$ cat src/rtl/dram_simm_ctrl.sv
// Single-bank FPM DRAM SIMM controller: power-up wait, CBR init refreshes,
// periodic CBR refresh and fixed-latency byte read/write with registered strobes.
//
// state     | meaning
// ----------+----------------------------------------------------------
// INIT_WAIT | power-up wait, strobes high, busy
// INIT_REF  | dispatch the next init refresh or finish init
// IDLE      | ready; refresh has priority over a request
// ROW       | one address-setup cycle, then RAS low for T_RCD cycles
// COL       | CAS low for T_CAS cycles; write drives DQ, read captures
// PRE       | precharge, all strobes high for T_RP cycles
// REF_CAS   | CBR: CAS low one cycle ahead of RAS
// REF_RAS   | CBR: RAS and CAS low for T_RAS cycles
// REF_PRE   | CBR precharge for T_RP cycles
module dram_simm_ctrl #(
    parameter int T_INIT_CYC = 10000,
    parameter int INIT_REFS  = 8,
    parameter int REF_CYC    = 750,
    parameter int T_RCD      = 2,
    parameter int T_CAS      = 2,
    parameter int T_RAS      = 4,
    parameter int T_RP       = 4
) (
    input  logic        clk,
    input  logic        rst_n,
    input  logic [15:0] addr,
    input  logic        ena,
    input  logic        write,
    input  logic [7:0]  wr_data,
    output logic [7:0]  rd_data,
    output logic        busy,
    output logic        ack,
    output logic [11:0] ram_addr,
    output logic        ram_ras_,
    output logic        ram_cas_,
    output logic        ram_we_,
    output logic        dq_oe,
    output logic [7:0]  dq_out,
    input  logic [7:0]  dq_in
);

    localparam int MAX_A   = (T_INIT_CYC > T_RCD) ? T_INIT_CYC : T_RCD;
    localparam int MAX_B   = (T_CAS > T_RAS) ? T_CAS : T_RAS;
    localparam int MAX_C   = (MAX_B > T_RP) ? MAX_B : T_RP;
    localparam int TMR_MAX = (MAX_A > MAX_C) ? MAX_A : MAX_C;
    localparam int TMR_W   = $clog2(TMR_MAX + 1);
    localparam int REFC_W  = $clog2(REF_CYC + 1);
    localparam int INIT_W  = $clog2(INIT_REFS + 2);

    localparam logic [TMR_W-1:0]  TMR_INIT = TMR_W'(T_INIT_CYC - 1);
    localparam logic [TMR_W-1:0]  TMR_RCD  = TMR_W'(T_RCD);
    localparam logic [TMR_W-1:0]  TMR_CAS  = TMR_W'(T_CAS - 1);
    localparam logic [TMR_W-1:0]  TMR_RAS  = TMR_W'(T_RAS - 1);
    localparam logic [TMR_W-1:0]  TMR_RP   = TMR_W'(T_RP - 1);
    localparam logic [REFC_W-1:0] REF_LAST = REFC_W'(REF_CYC - 1);
    localparam logic [INIT_W-1:0] INIT_END = INIT_W'(INIT_REFS);

    typedef enum logic [3:0] {
        INIT_WAIT,
        INIT_REF,
        IDLE,
        ROW,
        COL,
        PRE,
        REF_CAS,
        REF_RAS,
        REF_PRE
    } state_t;

    state_t              state_q, state_d;
    logic [TMR_W-1:0]    tmr_q, tmr_d;
    logic [REFC_W-1:0]   refc_q, refc_d;
    logic                ref_pend_q, ref_pend_d;
    logic                init_q, init_d;
    logic [INIT_W-1:0]   inits_q, inits_d;
    logic [7:0]          col_q, col_d;
    logic                wr_q, wr_d;
    logic [7:0]          dq_out_q, dq_out_d;
    logic [7:0]          rd_q, rd_d;
    logic                busy_q, busy_d;
    logic                ack_q, ack_d;
    logic [11:0]         ram_addr_q, ram_addr_d;
    logic                ras_q, ras_d;
    logic                cas_q, cas_d;
    logic                we_q, we_d;
    logic                oe_q, oe_d;
    logic                accept;
    logic                tmr_zero;

    assign tmr_zero = (tmr_q == '0);

    always_comb begin
        state_d = state_q;
        tmr_d   = tmr_q;
        init_d  = init_q;
        inits_d = inits_q;
        accept  = 1'b0;
        case (state_q)
            INIT_WAIT: begin
                if (tmr_zero) state_d = INIT_REF;
                else          tmr_d   = tmr_q - 1'b1;
            end
            INIT_REF: begin
                tmr_d = '0;
                if (inits_q == INIT_END) begin
                    state_d = IDLE;
                    init_d  = 1'b0;
                end else begin
                    state_d = REF_CAS;
                    inits_d = inits_q + 1'b1;
                end
            end
            IDLE: begin
                if (ref_pend_q) begin
                    state_d = REF_CAS;
                    tmr_d   = '0;
                end else if (ena) begin
                    state_d = ROW;
                    tmr_d   = TMR_RCD;
                    accept  = 1'b1;
                end
            end
            ROW: begin
                if (tmr_zero) begin
                    state_d = COL;
                    tmr_d   = TMR_CAS;
                end else tmr_d = tmr_q - 1'b1;
            end
            COL: begin
                if (tmr_zero) begin
                    state_d = PRE;
                    tmr_d   = TMR_RP;
                end else tmr_d = tmr_q - 1'b1;
            end
            PRE: begin
                if (tmr_zero) state_d = IDLE;
                else          tmr_d   = tmr_q - 1'b1;
            end
            REF_CAS: begin
                state_d = REF_RAS;
                tmr_d   = TMR_RAS;
            end
            REF_RAS: begin
                if (tmr_zero) begin
                    state_d = REF_PRE;
                    tmr_d   = TMR_RP;
                end else tmr_d = tmr_q - 1'b1;
            end
            REF_PRE: begin
                if (tmr_zero) state_d = init_q ? INIT_REF : IDLE;
                else          tmr_d   = tmr_q - 1'b1;
            end
            default: begin
                state_d = INIT_WAIT;
                tmr_d   = TMR_INIT;
            end
        endcase
    end

    // Interval counter is frozen at zero during init; a wrap re-arms even on the entry cycle.
    always_comb begin
        refc_d     = refc_q;
        ref_pend_d = ref_pend_q;
        if (state_d == REF_CAS && state_q != REF_CAS) ref_pend_d = 1'b0;
        if (!init_q) begin
            if (refc_q == REF_LAST) begin
                refc_d     = '0;
                ref_pend_d = 1'b1;
            end else begin
                refc_d = refc_q + 1'b1;
            end
        end
    end

    // Outputs are decoded from the next state so the registered pins line up with state_q.
    always_comb begin
        col_d      = accept ? addr[7:0] : col_q;
        wr_d       = accept ? write : wr_q;
        dq_out_d   = accept ? wr_data : dq_out_q;
        ack_d      = accept;
        busy_d     = (state_d != IDLE);
        ras_d      = !((state_d == ROW && tmr_d != TMR_RCD) || state_d == COL ||
                       state_d == REF_RAS);
        cas_d      = !(state_d == COL || state_d == REF_CAS || state_d == REF_RAS);
        we_d       = !(state_d == COL && wr_q);
        oe_d       = (state_d == COL) && wr_q;
        ram_addr_d = ram_addr_q;
        if (accept)              ram_addr_d = {4'h0, addr[15:8]};
        else if (state_d == COL) ram_addr_d = {4'h0, col_q};
        rd_d       = (state_q == COL && tmr_zero && !wr_q) ? dq_in : rd_q;
    end

    always_ff @(posedge clk) begin
        if (!rst_n) begin
            state_q    <= INIT_WAIT;
            tmr_q      <= TMR_INIT;
            refc_q     <= '0;
            ref_pend_q <= 1'b0;
            init_q     <= 1'b1;
            inits_q    <= '0;
            col_q      <= '0;
            wr_q       <= 1'b0;
            dq_out_q   <= '0;
            rd_q       <= '0;
            busy_q     <= 1'b1;
            ack_q      <= 1'b0;
            ram_addr_q <= '0;
            ras_q      <= 1'b1;
            cas_q      <= 1'b1;
            we_q       <= 1'b1;
            oe_q       <= 1'b0;
        end else begin
            state_q    <= state_d;
            tmr_q      <= tmr_d;
            refc_q     <= refc_d;
            ref_pend_q <= ref_pend_d;
            init_q     <= init_d;
            inits_q    <= inits_d;
            col_q      <= col_d;
            wr_q       <= wr_d;
            dq_out_q   <= dq_out_d;
            rd_q       <= rd_d;
            busy_q     <= busy_d;
            ack_q      <= ack_d;
            ram_addr_q <= ram_addr_d;
            ras_q      <= ras_d;
            cas_q      <= cas_d;
            we_q       <= we_d;
            oe_q       <= oe_d;
        end
    end

    assign rd_data  = rd_q;
    assign busy     = busy_q;
    assign ack      = ack_q;
    assign ram_addr = ram_addr_q;
    assign ram_ras_ = ras_q;
    assign ram_cas_ = cas_q;
    assign ram_we_  = we_q;
    assign dq_oe    = oe_q;
    assign dq_out   = dq_out_q;

endmodule

$ cat config.mk
export PLATFORM = sky130hd
export DESIGN_NAME = dram_simm_ctrl
export DESIGN_NICKNAME = d
export VERILOG_FILES = /design/src/rtl/dram_simm_ctrl.sv
export SDC_FILE = /design/constraint.sdc
export NUM_CORES = 1
export LEC_CHECK = 0
export BUFFER_PORTS_ARGS = -buffer_cell sky130_fd_sc_hd__buf_2
export CAP_MARGIN = 20
export CORE_UTILIZATION = 61
export CTS_BUF_LIST = sky130_fd_sc_hd__clkbuf_4 sky130_fd_sc_hd__clkbuf_8
export DETAILED_ROUTE_END_ITERATION = 8
export PLACE_DENSITY = 0.87
export SLEW_MARGIN = 30
export SYNTH_ARGS = -nofsm -noshare
export SYNTH_HDL_FRONTEND = slang
export SYNTH_SLANG_ARGS = --single-unit
$ cat constraint.sdc
create_clock -name clk -period 8.3 [get_ports clk]
set_clock_uncertainty 0.2 [all_clocks]
set_input_delay 0.415 -clock clk [delete_from_list [all_inputs] [get_ports clk]]
set_output_delay 0.415 -clock clk [all_outputs]
set_load 0.005 [all_outputs]
==> run_results.csv <==
group,metric,value,unit
grt,grt_pass1_vias,2955,
synth,ys_warn_count,0,
setup_path,required,8320,ps
clock_tree,clock_sink_count,73,
detailed_routing,drt_wl_total,8030,um
final_layout,fin_area,3950,um2
clock_tree,clock_latency,350,ps
synth,synth-edff-count,0,
hold_path,hold_start,"wr_data[5]",
synth,synth-seq-cells,73,
detailed_routing,drt-met1-wl,3500,um
synth,synth_top_family_by_area,"simple AND/OR/NAND/NOR gates",
floorplan,die_y,77.4,um
setup_path,rrSetupSlack,4210,ps
setup_path,critPathLaunchType,"register",
power_and_ir_drop,total_leakage_power,1.65,nW
setup_path,crit_type,"reg -> reg",
timing,worstMarginPinSlew,966,ps
place,hpwl,5530,um
detailed_routing,postRouteAntennaNets,0,
clock_tree,postCtsHoldBufs,0,
final_layout,area_growth,13.7,%
detailed_routing,wl_per_cell,14.5,um
synth,synth-simple-area-share,24.8,%
detailed_routing,first_pass_iters,5,
clock_tree,cts_tree,"built",
place,placed_area,3770,um2
detailed_routing,drt_iter0_drc,279,
synth,yosys.area.top_type,"dfxtp_1",
synth,synth_xor_area_share,2.77,%
timing,tns,0,ps
clock_tree,cts_resized,0,
synth,synthMuxAreaShare,5.19,%
synth,syn_inst,425,
final_layout,n_antenna_cell,0,
final_layout,seq_area,1460,um2
floorplan,die-area,6000,um2
setup_path,cp_max_fo,14,
setup_path,crit_start,"tmr_q[1]",
synth,ys_dominant_reg_cell,"dfxtp_1",
place,port_buffers,65,
setup_path,end_kind,"register",
grt,antenna_found_initial,0,
place,place_congestion,0.902,
detailed_routing,vias,3302,
timing,finalMaxSlewViolations,0,
setup_path,r2r-start,"tmr_q[1]",
synth,synth_compound_area_share,17.9,%
timing,holdWs,88.8,ps
synth,synthAdderAreaFrac,2.16,%
hold_path,hp-class,"in -> reg",
detailed_routing,wl_met2,3790,um
final_layout,num-fill-cells,425,
floorplan,die_w,77.4,um
synth,ys_top_cells_by_area,"dfxtp_1, a21oi_1, nand2_1",
grt,grt_pass1_wl,13000,um
synth,syn-cell-area,3470,um2
synth,ys_types,58,
clock_tree,htree_levels,3,
timing,rsz0062_at_grt,"no",
timing,maxSlewHeadroom,35.0,%
setup_path,arrival,4110,ps
detailed_routing,drc,0,
run,drv_cap,0,
timing,final.period_utilization,49.3,%
timing,period_minus_slack,4090,ps
clock_tree,cts_root_buffer,"clkbuf_8",
final_layout,drive_above_1_share,18.9,%
timing,timing.fmax,0.244,GHz
detailed_routing,routed.top_layer,"met4",
timing,hold_viol_final,0,
grt,grt_start_max_net_pins,36,
timing,setup_violations,0,
detailed_routing,wl_met3,522,um
final_layout,nets,519,
final_layout,final_core_util,71.7,%
synth,async_reset_ff_share,0,%
clock_tree,cts_setup_buffers,0,
grt,overflow,0,
power_and_ir_drop,max-vdd-ir-drop,0.168,mV
clock_tree,cts_buffers,9,
detailed_routing,drt-vias-per-instance,5.97,
floorplan,coreArea,5510,um2
synth,ys_seq_area_share,42.1,%
clock_tree,clkTransAtPathRegs,80,ps
grt,globalRouteTotalUtil,27.7,%
outcome,status,"finished clean",
synth,synth_area_per_cell,8.17,um2
floorplan,pin_count,70,
power_and_ir_drop,powerDensity,276,nW/um2
clock_tree,clockBufferDepth,2,
power_and_ir_drop,power.total,1.09,mW
synth,synth_top_cell_area_share,42.1,%
floorplan,start_util,63.1,%
final_layout,multiInputGateArea,1860,um2
floorplan,num_rows,27,
## synthesized netlist by cell type, types with 3 or more instances
master,count
a221oi_1,3
or4_1,5
nand4_1,3
dfxtp_1,73
clkbuf_1,20
xnor2_1,4
nand3_1,11
a31oi_1,4
mux2i_1,18
a211oi_1,3
and3_1,4
nor4_1,3
nor3_1,9
ha_1,6
o31ai_1,3
nand2_1,59
or2_2,3
a22oi_1,4
buf_4,4
inv_1,9
o21ai_0,18
a21oi_1,46
nor2b_1,5
nand4b_1,3
nor2_1,48
nand3b_1,3
xor2_1,7
nand2b_1,4
or3_1,5
## cell families (layout without fill, tap and decap cells)
group / Yosys count / after routing
AO/OA/AOI/OAI: 102 / 102
buffers and inverters: 38 / 91
flip-flops: 73 / 73
multiplexers: 18 / 18
XOR/XNOR: 11 / 11
other: 1 / 4
AND/OR/NAND/NOR: 176 / 176
adder cells (fa/ha/maj): 6 / 6
## per-layer routing
metal | global-route usage [%] | up-vias
met5 | 0 | -
met4 | 16.8 | 0
met3 | 6.94 | 23
met2 | 44.1 | 167
met1 | 33.5 | 1522
li1 | - | 1590
## area by class of cell
cell class,instances,area share (%)
multi-input combinational,317,47.2
sequential,73,37.0
timing repair buffer,65,8.24
clock buffer,9,3.14
tap,72,2.28
clock inverter,6,1.08
inverter,11,1.05
## final timing paths
path	to	cells past startpoint
worst max register to register	ram_addr[5]	10
worst max-delay path	ram_addr[5]	10
worst min-delay path	dq_out[5]	3
worst min register to register	dq_out[2]	2
## placed cells by master, fill, tap and decap left out, types with 4 or more instances in the layout
master    netlist  final
ha_1            6      6
nor2b_1         5      5
or3_1           5      4
nand3_1        11     11
xnor2_1         4      4
conb_1          1      4
a22oi_1         4      4
and3_1          4      4
nor2_1         48     48
o21ai_0        18     18
xor2_1          7      7
a31oi_1         4      4
a21oi_1        46     46
nand2b_1        4      4
buf_2           0     65
clkbuf_8        0      9
dfxtp_1        73     73
nor3_1          9      8
inv_1           9      9
or4_1           5      5
nand2_1        59     59
mux2i_1        18     18
## per-stage QoR
step	cells	setup slack, ps
3_5_place_dp	538	4300
4_1_cts	553	4270
2_1_floorplan	428	4940
3_3_place_gp	538	4510
5_1_grt	553	4060
6_report	553	4210
## worst max-delay path: stages, from the launching register on
cell and delay (ps):
dfxtp_1 350, inv_1 110, ha_1 250, or4b_4 520, nor4_4 610, inv_2 260
a2111o_1 480, a21oi_2 240, and3_1 560, mux2i_1 280, a21oi_1 90
## sequential cells by signal (all words and copies together) (netlist names)
signal / count
busy: 1
init_q: 1
inits_q: 4
ram_cas_: 1
tmr_q: 14
ref_pend_q: 1
dq_out: 8
refc_q: 10
dq_oe: 1
ack: 1
ram_addr: 8
rd_data: 8
wr_q: 1
state_q: 4
col_q: 8
ram_ras_: 1
ram_we_: 1
## where the power goes
group	switching, mW	internal, mW	total [mW]
clock	0.136	0.108	0.244
combinational	0.219	0.157	0.376
sequential	0.0675	0.400	0.468
Note: power is estimated with default switching activity, not from simulation.
